**src/rtl/mux_nx1_stream.sv**
```systemverilog
// N-to-1 stream multiplexer with one registered output stage.
// Grants by fixed select or round-robin from the last granted channel.
module mux_nx1_stream #(
  parameter int WIDTH = 4,
  parameter int SEL_W = 2
) (
  input  logic                          clk,
  input  logic                          rst,
  input  logic [(1<<SEL_W)*WIDTH-1:0]   in_data,
  input  logic [(1<<SEL_W)-1:0]         in_valid,
  output logic [(1<<SEL_W)-1:0]         in_ready,
  input  logic                          mode,
  input  logic [SEL_W-1:0]              sel,
  output logic [WIDTH-1:0]              out_data,
  output logic                          out_valid,
  input  logic                          out_ready,
  output logic [SEL_W-1:0]              out_ch
);

  localparam int N = 1 << SEL_W;

  logic [WIDTH-1:0] out_data_q, out_data_d;
  logic             out_valid_q, out_valid_d;
  logic [SEL_W-1:0] out_ch_q, out_ch_d;
  logic [SEL_W-1:0] last_grant_q, last_grant_d;

  logic             load_en;
  logic             gnt_vld;
  logic [SEL_W-1:0] gnt;
  logic [SEL_W-1:0] idx;
  logic             xfer;

  assign load_en = !out_valid_q || out_ready;

  // Round-robin search starts one past the last grant and wraps.
  always_comb begin
    gnt     = '0;
    gnt_vld = 1'b0;
    idx     = '0;
    if (!mode) begin
      gnt     = sel;
      gnt_vld = in_valid[sel];
    end else begin
      for (int k = 1; k <= N; k++) begin
        idx = last_grant_q + SEL_W'(k);
        if (!gnt_vld && in_valid[idx]) begin
          gnt     = idx;
          gnt_vld = 1'b1;
        end
      end
    end
  end

  assign xfer = load_en && gnt_vld && !rst;

  always_comb begin
    in_ready = '0;
    if (xfer) in_ready[gnt] = 1'b1;
  end

  always_comb begin
    out_data_d   = out_data_q;
    out_valid_d  = out_valid_q;
    out_ch_d     = out_ch_q;
    last_grant_d = last_grant_q;
    if (load_en) begin
      if (gnt_vld) begin
        out_data_d   = in_data[int'(gnt)*WIDTH +: WIDTH];
        out_valid_d  = 1'b1;
        out_ch_d     = gnt;
        last_grant_d = gnt;
      end else begin
        out_valid_d  = 1'b0;
      end
    end
  end

  always_ff @(posedge clk) begin
    if (rst) begin
      out_data_q   <= '0;
      out_valid_q  <= 1'b0;
      out_ch_q     <= '0;
      last_grant_q <= SEL_W'(N - 1);
    end else begin
      out_data_q   <= out_data_d;
      out_valid_q  <= out_valid_d;
      out_ch_q     <= out_ch_d;
      last_grant_q <= last_grant_d;
    end
  end

  assign out_data  = out_data_q;
  assign out_valid = out_valid_q;
  assign out_ch    = out_ch_q;

endmodule

```
**config.mk**
```make
export PLATFORM = sky130hd
export DESIGN_NAME = mux_nx1_stream
export DESIGN_NICKNAME = d
export VERILOG_FILES = /design/src/rtl/mux_nx1_stream.sv
export SDC_FILE = /design/constraint.sdc
export NUM_CORES = 1
export LEC_CHECK = 0
export CELL_PAD_IN_SITES_DETAIL_PLACEMENT = 0
export CELL_PAD_IN_SITES_GLOBAL_PLACEMENT = 2
export CORE_MARGIN = 1.5
export CORE_UTILIZATION = 22
export DETAILED_ROUTE_END_ITERATION = 10
export GPL_ROUTABILITY_DRIVEN = 0
export PLACE_DENSITY = 0.87
export SLEW_MARGIN = 20
export SYNTH_ARGS = -nofsm -noshare
export SYNTH_HDL_FRONTEND = slang
export SYNTH_SLANG_ARGS = --single-unit
```
**constraint.sdc**
```tcl
create_clock -name clk -period 1.9 [get_ports clk]
set_input_delay 0.38 -clock clk [delete_from_list [all_inputs] [get_ports clk]]
set_output_delay 0.38 -clock clk [all_outputs]
set_load 0.01 [all_outputs]
```
# Word level (Yosys, flattened, before mapping)
# Cells that the tools add are included.
[word_totals]
output_inout_bits = 11
reg_bits = 9
wordCells = 55
input_bits = 26
[classes]
addsub = 3
magnitude_cmp = 7
muxes = 27
shifts = 1
n_reduce_logical = 13
[op_table]
columns = ["operator", "n"]
rows = [
  ["< comparator 2 x 3 -> 1 bit, second input constant", 6],
  ["indexed part select 16 x 5 -> 4 bit", 1],
  ["two-way mux 1 bit", 15],
  ["binary-select mux 1 bit (select 2 bit)", 5],
  ["two-way mux 2 bit", 5],
  ["logical AND 1 bit", 6],
  ["zero test 1 bit", 5],
  ["adder 2 bit, second input constant", 2],
  ["two-way mux 4 bit", 1],
  ["adder 2 x 1 -> 2 bit, second input constant", 1],
  ["demux 1 bit (select 2 bit)", 1],
  [">= comparator 2 x 1 -> 1 bit, second input constant", 1],
  ["AND reduction 2 bit", 1],
  ["logical OR 1 bit", 1],
]

# Depth between registers and ports, before layout
# Gate-level depths: netlist of the first run.
[logic_depth]
depth_word = 22
depth_mapped = 7
depth_no_buf = 5

# Worst setup path after synthesis of the first run
# No wires, ideal clock.
[synth_path]
kind = "input port to output port"
start = "input port mode"
end = "output port in_ready[0]"
path_stages = 6
arrival_ps = 1747
setup_slack_ps = -227
required_time_ps = 1520
path_buffers = 2
cell_sequence = "buf_2 -> nor4b_1 -> o21bai_2 -> nand3_2 -> buf_2 -> nor4b_1"
[synth_via]
elab_chain_cells = 6
word_cells_on_any_way = 10
cone_classes = "order compare (2); mux (5); reduce/logical (3)"
[synth_rtl]
columns = ["element", "line", "rtl"]
rows = [
  ["from (decl)", "12", "input logic mode,"],
  ["two-way mux 2 bit", "40", "if (!mode) begin"],
  ["< comparator 2 x 3 -> 1 bit (not written as such) / >= comparator 2 x 1 -> 1 bit (equally long branches)", "58", "if (xfer) in_ready[gnt] = 1'b1;"],
  ["logical AND 1 bit (not written as such)", "58", ""],
  ["two-way mux 1 bit (not written as such)", "58", ""],
  ["demux 1 bit (select 2 bit)", "58", ""],
  ["two-way mux 4 bit *", "58", ""],
  ["to (decl)", "11", "output logic [(1<<SEL_W)-1:0] in_ready,"],
]
# Mark *: on every way between the ends. The rest lies on a longest branch, timed or not.

# Worst setup path after layout of the first run
[layout_path]
start = "register last_grant_q[1]"
end = "output port in_ready[2]"
[layout_via]
elab_chain_cells = 22
word_cells_on_any_way = 38
cone_classes = "add/sub (3); order compare (2); mux (24); reduce/logical (9)"
[layout_rtl]
columns = ["element", "line", "rtl"]
rows = [
  ["from (decl)", "25", "logic [SEL_W-1:0] last_grant_q, last_grant_d;"],
  ["from (signal assigned)", "83", "last_grant_q <= SEL_W'(N - 1);"],
  ["from (signal assigned)", "88", "last_grant_q <= last_grant_d;"],
  ["adder 2 x 1 -> 2 bit", "45", "idx = last_grant_q + SEL_W'(k);"],
  ["binary-select mux 1 bit (select 2 bit)", "46", "if (!gnt_vld && in_valid[idx]) begin"],
  ["two-way mux 1 bit (not written as such)", "46", ""],
  ["two-way mux 1 bit", "46", ""],
  ["two-way mux 1 bit", "40", ""],
  ["zero test 1 bit", "46", ""],
  ["logical AND 1 bit", "46", ""],
  ["two-way mux 1 bit", "46", ""],
  ["(+6 left out)", "--", ""],
  ["logical AND 1 bit", "46", ""],
  ["two-way mux 2 bit", "46", ""],
  ["two-way mux 2 bit", "40", ""],
  ["< comparator 2 x 3 -> 1 bit (not written as such) / >= comparator 2 x 1 -> 1 bit (equally long branches)", "58", ""],
  ["logical AND 1 bit (not written as such)", "58", ""],
  ["two-way mux 1 bit (not written as such)", "58", ""],
  ["demux 1 bit (select 2 bit)", "58", ""],
  ["two-way mux 4 bit *", "58", ""],
]
# Mark *: on every way between the ends. The rest lies on a longest branch, timed or not. The select of a mux whose other input is x is not followed.

==> results.tsv, run 1 <==
stage	metric	value	unit
finish	most common cell after layout, fill and taps aside	clkdlybuf4s50_1	
critical_path	slowest stage cell, crit path	or3b_4	
critical_path	CP cell instances	or3b_4 -> a21oi_4 -> o311ai_4 -> buf_4 -> nor4_2 -> buf_2	
timing	final setup fails	5	
drt	vias	910	
timing	Least-Margin Pin Slew	0.3418	ns
global_route	first-pass GRT wire length	4.291	mm
drt	DRT Pass-1 Iters	4	
drt	WL met2	1.470	mm
timing	Slew Limit Fails	0	
synthesis	synth top area cells	dfxtp_1, mux2i_1, a2111oi_1	
critical_path	crit-path max FO	5	
critical_path	Critical Path AT	1.75	ns
synthesis	Netlist cell types	36	
floorplan	Die Y	61.37	um
placed_design	IO buf count	36	
synthesis	cells after synthesis	83	
clock_network	clk buf depth	2	
finish	fraction of layout cells with a size suffix above 1	0.4865	
synthesis	area leader, netlist	dfxtp_1	
finish	end-of-flow core utilization	0.4936	
worst_hold_path	Hold Startpoint	out_ch[1]	
floorplan	Core Region	0.003311	mm^2
critical_path	max incr delay on CP	0.39	ns
drt	Residual DRC	0	
timing	final worst-path cycle share	1.120	
drt	Met3 Routed Length	146	um
status	failing checks	negative setup slack	
placed_design	DP Cell Count	182	
drt	top sig layer	met4	
power	pwr dens	535.7	mW/mm^2
power	leakage	0.6199	nW
critical_path	Crit. End Element	output port	
drt	1st-iter DRT viols	20	
drt	DRT antenna net count	0	
timing	setup TNS	-0.8253	ns
drt	M1 WL	1.070	mm
synthesis	synthesized area	749.5	um^2
clock_network	CTS tree	built	
critical_path	Crit Path Category	reg2out	
critical_path	worst r2r dst	out_data[0]	
synthesis	register area share after synthesis	0.2404	
power	peak supply drop	0.3245	mV
power	Overall Power	0.0008754	W
critical_path	r2r startpoint	last_grant_q[1]	
synthesis	synthesized area per cell	9.030	um^2
finish	antenna cells	0	
floorplan	die area	0.003766	mm^2
timing	Max Freq	470.0	MHz
timing	Tmin final	2.128	ns
floorplan	Initial Util	0.2264	
worst_hold_path	Hold Path Depth	2	
placed_design	pre-CTS setup slack	-0.9691	ns
timing	RSZ-0062 raised after global routing	yes	
clock_network	Root Buffer	clkbuf_4	
timing	final hold viol count	0	
finish	Nets	175	
critical_path	Top delay family on crit path	simple AND/OR/NAND/NOR gates	
drt	drt total wl	2.717	mm
critical_path	WP buf/inv	2	
synthesis	syn nets	109	
clock_network	Num CTS Buffers	3	
critical_path	WP data required	1.52	ns
status	status	finished with violations	
clock_network	Sink Count	9	
timing	Worst slew margin	0.7722	
timing	clk_skew	0.002421	ns
critical_path	flop2flop setup slack	-0.02	ns
placed_design	HPWL after detailed placement	1.925	mm
global_route	initial antenna violation count	0	
floorplan	die width	61.37	um
critical_path	Reg2Reg Depth	7	
clock_network	clk slew on worst S/H paths	0.07	ns
global_route	global route overflow	0	
synthesis	Synth top area share	0.2404	
finish	non-filler cells, final	194	
drt	Vias/cell	4.691	
synthesis	register bit total from synthesis	9	
flow_run	max_cap viols	0	
global_route	largest net degree at the start of global routing	11	
drt	average routed wire per standard cell	14.01	um
floorplan	number of primary I/O pins	37	
synthesis	yosys warns	0	
worst_hold_path	min-delay worst type	reg2reg	
timing	Setup WS post-layout	-0.2278	ns
clock_network	Clk Latency, worst-skew pair	0.27	ns
clock_network	H-tree depth	1	
global_route	number of global-route vias before repair	967	
floorplan	std cell rows	21	
global_route	Tot GR Track Use	0.1568	
worst_hold_path	Worst Hold End	out_ch[1]	
critical_path	critical path launch point type	flop	
finish	commonest non-fill, non-tap cells in the layout	clkdlybuf4s50_1, buf_4, a21oi_1	
clock_network	cts hold-fix bufs	0	
finish	area growth from synthesis to layout	118.0	%
[final cells by class]
| type | count | area [um^2] |
|---|---|---|
| inverter | 2 | 7.507 |
| fill | 321 | 1677 |
| tap | 46 | 57.56 |
| clock buffer | 4 | 26.28 |
| sequential | 9 | 185.2 |
| multi-input combinational | 68 | 789.5 |
| timing repair buffer | 65 | 568.0 |
[worst max path at each step]
stage,from,end,slack [ns],cells after the start
2_1_floorplan,mode,in_ready[0],0.004,6
3_5_place_dp,in_valid[1],in_ready[2],-0.97,6
3_3_place_gp,in_valid[1],in_ready[1],-0.90,6
5_1_grt,in_valid[0],in_ready[1],-0.29,6
6_report,last_grant_q[1],in_ready[2],-0.23,6
4_1_cts,last_grant_q[1],in_ready[2],-0.25,6
[cell families (layout without fill, tap and decap cells)]
family	count (synthesis)	in the layout	synth area share
compound gates	33	33	0.3873
simple gates	28	28	0.2354
flops	9	9	0.2404
mux	7	7	0.09349
buf+inv	6	71	0.04340
[Yosys cell counts, drive strengths merged]
cell type,number
nor2,2
nor2b,1
nand3,1
a2111oi,8
nor3,1
a21o,1
dfxtp,9
or2,3
clkbuf,1
nand2b,3
o21bai,1
a21boi,1
a31oi,5
o221a,1
o31ai,1
nor3b,1
buf,3
nor4,2
a21oi,10
o21ai,1
o2bb2ai,1
o311ai,1
or3b,1
inv,2
a21bo,1
nand2,8
and3b,1
o2111ai,1
nor4b,4
mux2i,7
[layer usage]
layer / global-route usage / vias up
met5: 0 / -
met4: 0.05471 / 0
met3: 0.05042 / 4
met2: 0.2720 / 22
met1: 0.1815 / 424
li1: - / 460
[worst min-delay path, stage by stage (launching register included)]
cell and delay, ns:
dfxtp_1 0.31, nand2_1 0.05, a21oi_1 0.05
[per-stage QoR]
stage | instance area [um^2] | hold slack [ns]
5_1_grt | 1634 | 0.4918
2_1_floorplan | 798.3 | 0.4568
4_1_cts | 1577 | 0.4588
3_5_place_dp | 1343 | 0.4487
6_report | 1634 | 0.4587
3_3_place_gp | 1343 | 0.4518
[what timing repair did]
action                                  CTS  global route
endpoints found under the setup margin   11             8
setup buffers                             9             1
pin swaps                                13             6
resized for setup                        57            17
hold endpoints to repair                  0             0
[flip-flops by register name, summed over array words and instances, names as in the netlist]
signal,count
last_grant_q,2
out_ch,2
out_data,4
out_valid,1
[report_power, final]
| part | switching (W) | total, W | internal [W] |
|---|---|---|---|
| Clock | 0.0000750 | 0.000156 | 0.0000814 |
| Sequential | 0.0000188 | 0.000233 | 0.000214 |
| Combinational | 0.000221 | 0.000486 | 0.000265 |
(Power assumes the default switching activity.)
==> inputs of run 2 (changes only) <==
--- a/config.mk
+++ b/config.mk
@@ -9,8 +9,10 @@
 export CELL_PAD_IN_SITES_GLOBAL_PLACEMENT = 2
 export CORE_MARGIN = 1.5
 export CORE_UTILIZATION = 22
+export CTS_CLUSTER_SIZE = 40
 export DETAILED_ROUTE_END_ITERATION = 10
 export GPL_ROUTABILITY_DRIVEN = 0
+export MAX_ROUTING_LAYER = met4
 export PLACE_DENSITY = 0.87
 export SLEW_MARGIN = 20
 export SYNTH_ARGS = -nofsm -noshare
==> run 2 against run 1 <==
The flow still finishes with violations (negative setup slack). Global-route usage rose by 0.49 points. Wire length shrank 0.29%. Setup slack improved by 0.0017 ns. Die area unchanged. Largest power group unchanged. Highest routed layer unchanged.
==> results.tsv, run 2 (synthesis gave the netlist of run 1 again) <==
stage	metric	value	unit	change
status	status	finished with violations		
status	failing checks	negative setup slack		
drt	vias	911		+0.11%
timing	Worst slew margin	0.7722		about the same
drt	Residual DRC	0		unchanged
drt	DRT Pass-1 Iters	4		unchanged
global_route	first-pass GRT wire length	4.284	mm	-0.16%
clock_network	clk slew on worst S/H paths	0.07	ns	about the same
finish	antenna cells	0		unchanged
critical_path	Reg2Reg Depth	7		unchanged
clock_network	Clk Latency, worst-skew pair	0.27	ns	about the same
critical_path	Crit. End Element	output port		
finish	commonest non-fill, non-tap cells in the layout	clkdlybuf4s50_1, buf_4, a21oi_1		
critical_path	r2r startpoint	last_grant_q[1]		
clock_network	clk buf depth	2		unchanged
critical_path	Crit Path Category	reg2out		
finish	end-of-flow core utilization	0.4936		unchanged
power	leakage	0.6199	nW	unchanged
global_route	number of global-route vias before repair	965		-0.21%
critical_path	flop2flop setup slack	-0.02	ns	about the same
drt	Vias/cell	4.696		+0.11%
critical_path	worst r2r dst	out_data[0]		
finish	most common cell after layout, fill and taps aside	clkdlybuf4s50_1		
clock_network	H-tree depth	1		unchanged
finish	max FFs per register	4		unchanged
timing	final worst-path cycle share	1.119		about the same
floorplan	std cell rows	21		unchanged
global_route	initial antenna violation count	0		unchanged
finish	Nets	175		unchanged
timing	Least-Margin Pin Slew	0.3417	ns	-0.00002491 ns
clock_network	cts hold-fix bufs	0		unchanged
global_route	global route overflow	0		unchanged
placed_design	DP Cell Count	182		unchanged
critical_path	critical path launch point type	flop		
timing	Max Freq	470.3	MHz	about the same
timing	Slew Limit Fails	0		unchanged
power	peak supply drop	0.3241	mV	-0.15%
clock_network	Root Buffer	clkbuf_4		
global_route	largest net degree at the start of global routing	11		unchanged
floorplan	Initial Util	0.2264		unchanged
finish	Layout fillers	321		unchanged
clock_network	CTS tree	built		
drt	average routed wire per standard cell	13.96	um	-0.29%
floorplan	Core Region	0.003311	mm^2	unchanged
timing	Tmin final	2.126	ns	-0.001675 ns
critical_path	slowest stage cell, crit path	or3b_4		
timing	RSZ-0062 raised after global routing	yes		
floorplan	number of primary I/O pins	37		unchanged
timing	Setup WS post-layout	-0.2261	ns	+0.001675 ns
drt	drt total wl	2.709	mm	-0.29%
floorplan	die width	61.37	um	unchanged
critical_path	Worst Setup EP	in_ready[2]		
placed_design	IO buf count	36		unchanged
critical_path	WP data required	1.52	ns	about the same
global_route	Tot GR Track Use	0.1617		+0.004877
finish	non-filler cells, final	194		unchanged
placed_design	HPWL after detailed placement	1.925	mm	unchanged
timing	final setup fails	5		unchanged
finish	fraction of layout cells with a size suffix above 1	0.4865		unchanged
finish	area growth from synthesis to layout	118.0	%	unchanged
critical_path	crit path launch	last_grant_q[1]		
power	Overall Power	0.0008751	W	about the same
timing	final hold viol count	0		unchanged
critical_path	crit-path max FO	5		unchanged
critical_path	max incr delay on CP	0.39	ns	about the same
critical_path	Critical Path AT	1.75	ns	about the same
flow_run	max_cap viols	0		unchanged
clock_network	Num CTS Buffers	3		unchanged
floorplan	Die Y	61.37	um	unchanged
timing	clk_skew	0.002658	ns	+0.0002369 ns
power	pwr dens	535.5	mW/mm^2	about the same
worst_hold_path	min-delay worst type	reg2reg		
critical_path	CP cell instances	or3b_4 -> a21oi_4 -> o311ai_4 -> buf_4 -> nor4_2 -> buf_2		
floorplan	die area	0.003766	mm^2	unchanged
drt	1st-iter DRT viols	25		+25%
clock_network	Sink Count	9		unchanged
drt	DRT antenna net count	0		unchanged
==> run 2: worst min-delay path by stage <==
| stage | start | endpoint | slack [ns] | cells past startpoint |
|---|---|---|---|---|
| floorplan | rst | out_data[1] | 0.46 | 1 |
| finish | out_ch[1] | out_ch[1] | 0.46 | 2 |
| detailed placement | out_ch[1] | out_ch[1] | 0.45 | 2 |
| CTS | out_ch[1] | out_ch[1] | 0.46 | 2 |
| global route | out_ch[1] | out_ch[1] | 0.49 | 2 |
| global placement | out_ch[1] | out_ch[1] | 0.45 | 2 |
==> run 2: layout make-up <==
cell class,instances,area (um^2),area share
Multi-Input combinational cell,68,789.5,0.4832
Tap cell,46,57.56,0.03522
Timing Repair Buffer,65,568.0,0.3476
Inverter,2,7.507,0.004594
Sequential cell,9,185.2,0.1133
Clock buffer,4,26.28,0.01608
==> run 2: critical path, delay by kind of cell (launching register included) <==
family / cells / cell delay (ns)
flops: 1 / 0.37
simple gates: 2 / 0.51
buf+inv: 2 / 0.33
compound gates: 2 / 0.27
==> run 2: repair_timing <==
action | in CTS | in global routing
setup buffers | 9 | 1
pin swaps | 13 | 6
endpoints found under the setup margin | 11 | 8
gates resized for setup | 57 | 17
==> run 2: report_power, final <==
group | internal, W | total (W) | switching (W) | leakage [nW]
Clock | 0.0000813 | 0.000156 | 0.0000747 | 0.0150
Combinational | 0.000265 | 0.000486 | 0.000221 | 0.530
Sequential | 0.000214 | 0.000233 | 0.0000188 | 0.0749
Total | 0.000560 | 0.000875 | 0.000315 | 0.620
==> run 2: per-stage QoR <==
stage	worst slack, ns	area [um^2]	hold WS (ns)	setup TNS (ns)
2_1_floorplan	0.004167	798.3	0.4568	0
3_3_place_gp	-0.9024	1343	0.4518	-7.127
3_5_place_dp	-0.9691	1343	0.4487	-7.681
4_1_cts	-0.2487	1577	0.4588	-0.9104
5_1_grt	-0.2856	1634	0.4918	-1.212
6_report	-0.2261	1634	0.4589	-0.8224
==> run 2: layer usage <==
| metal | GRT usage | part of all wire | up-vias |
|---|---|---|---|
| met3 | 0.04622 | 0.049 | 4 |
| met4 | 0.05471 | 0.0092 | 0 |
| li1 | - | - | 460 |
| met1 | 0.1840 | 0.40 | 425 |
| met2 | 0.2720 | 0.54 | 22 |
| met5 | - | 0 | - |
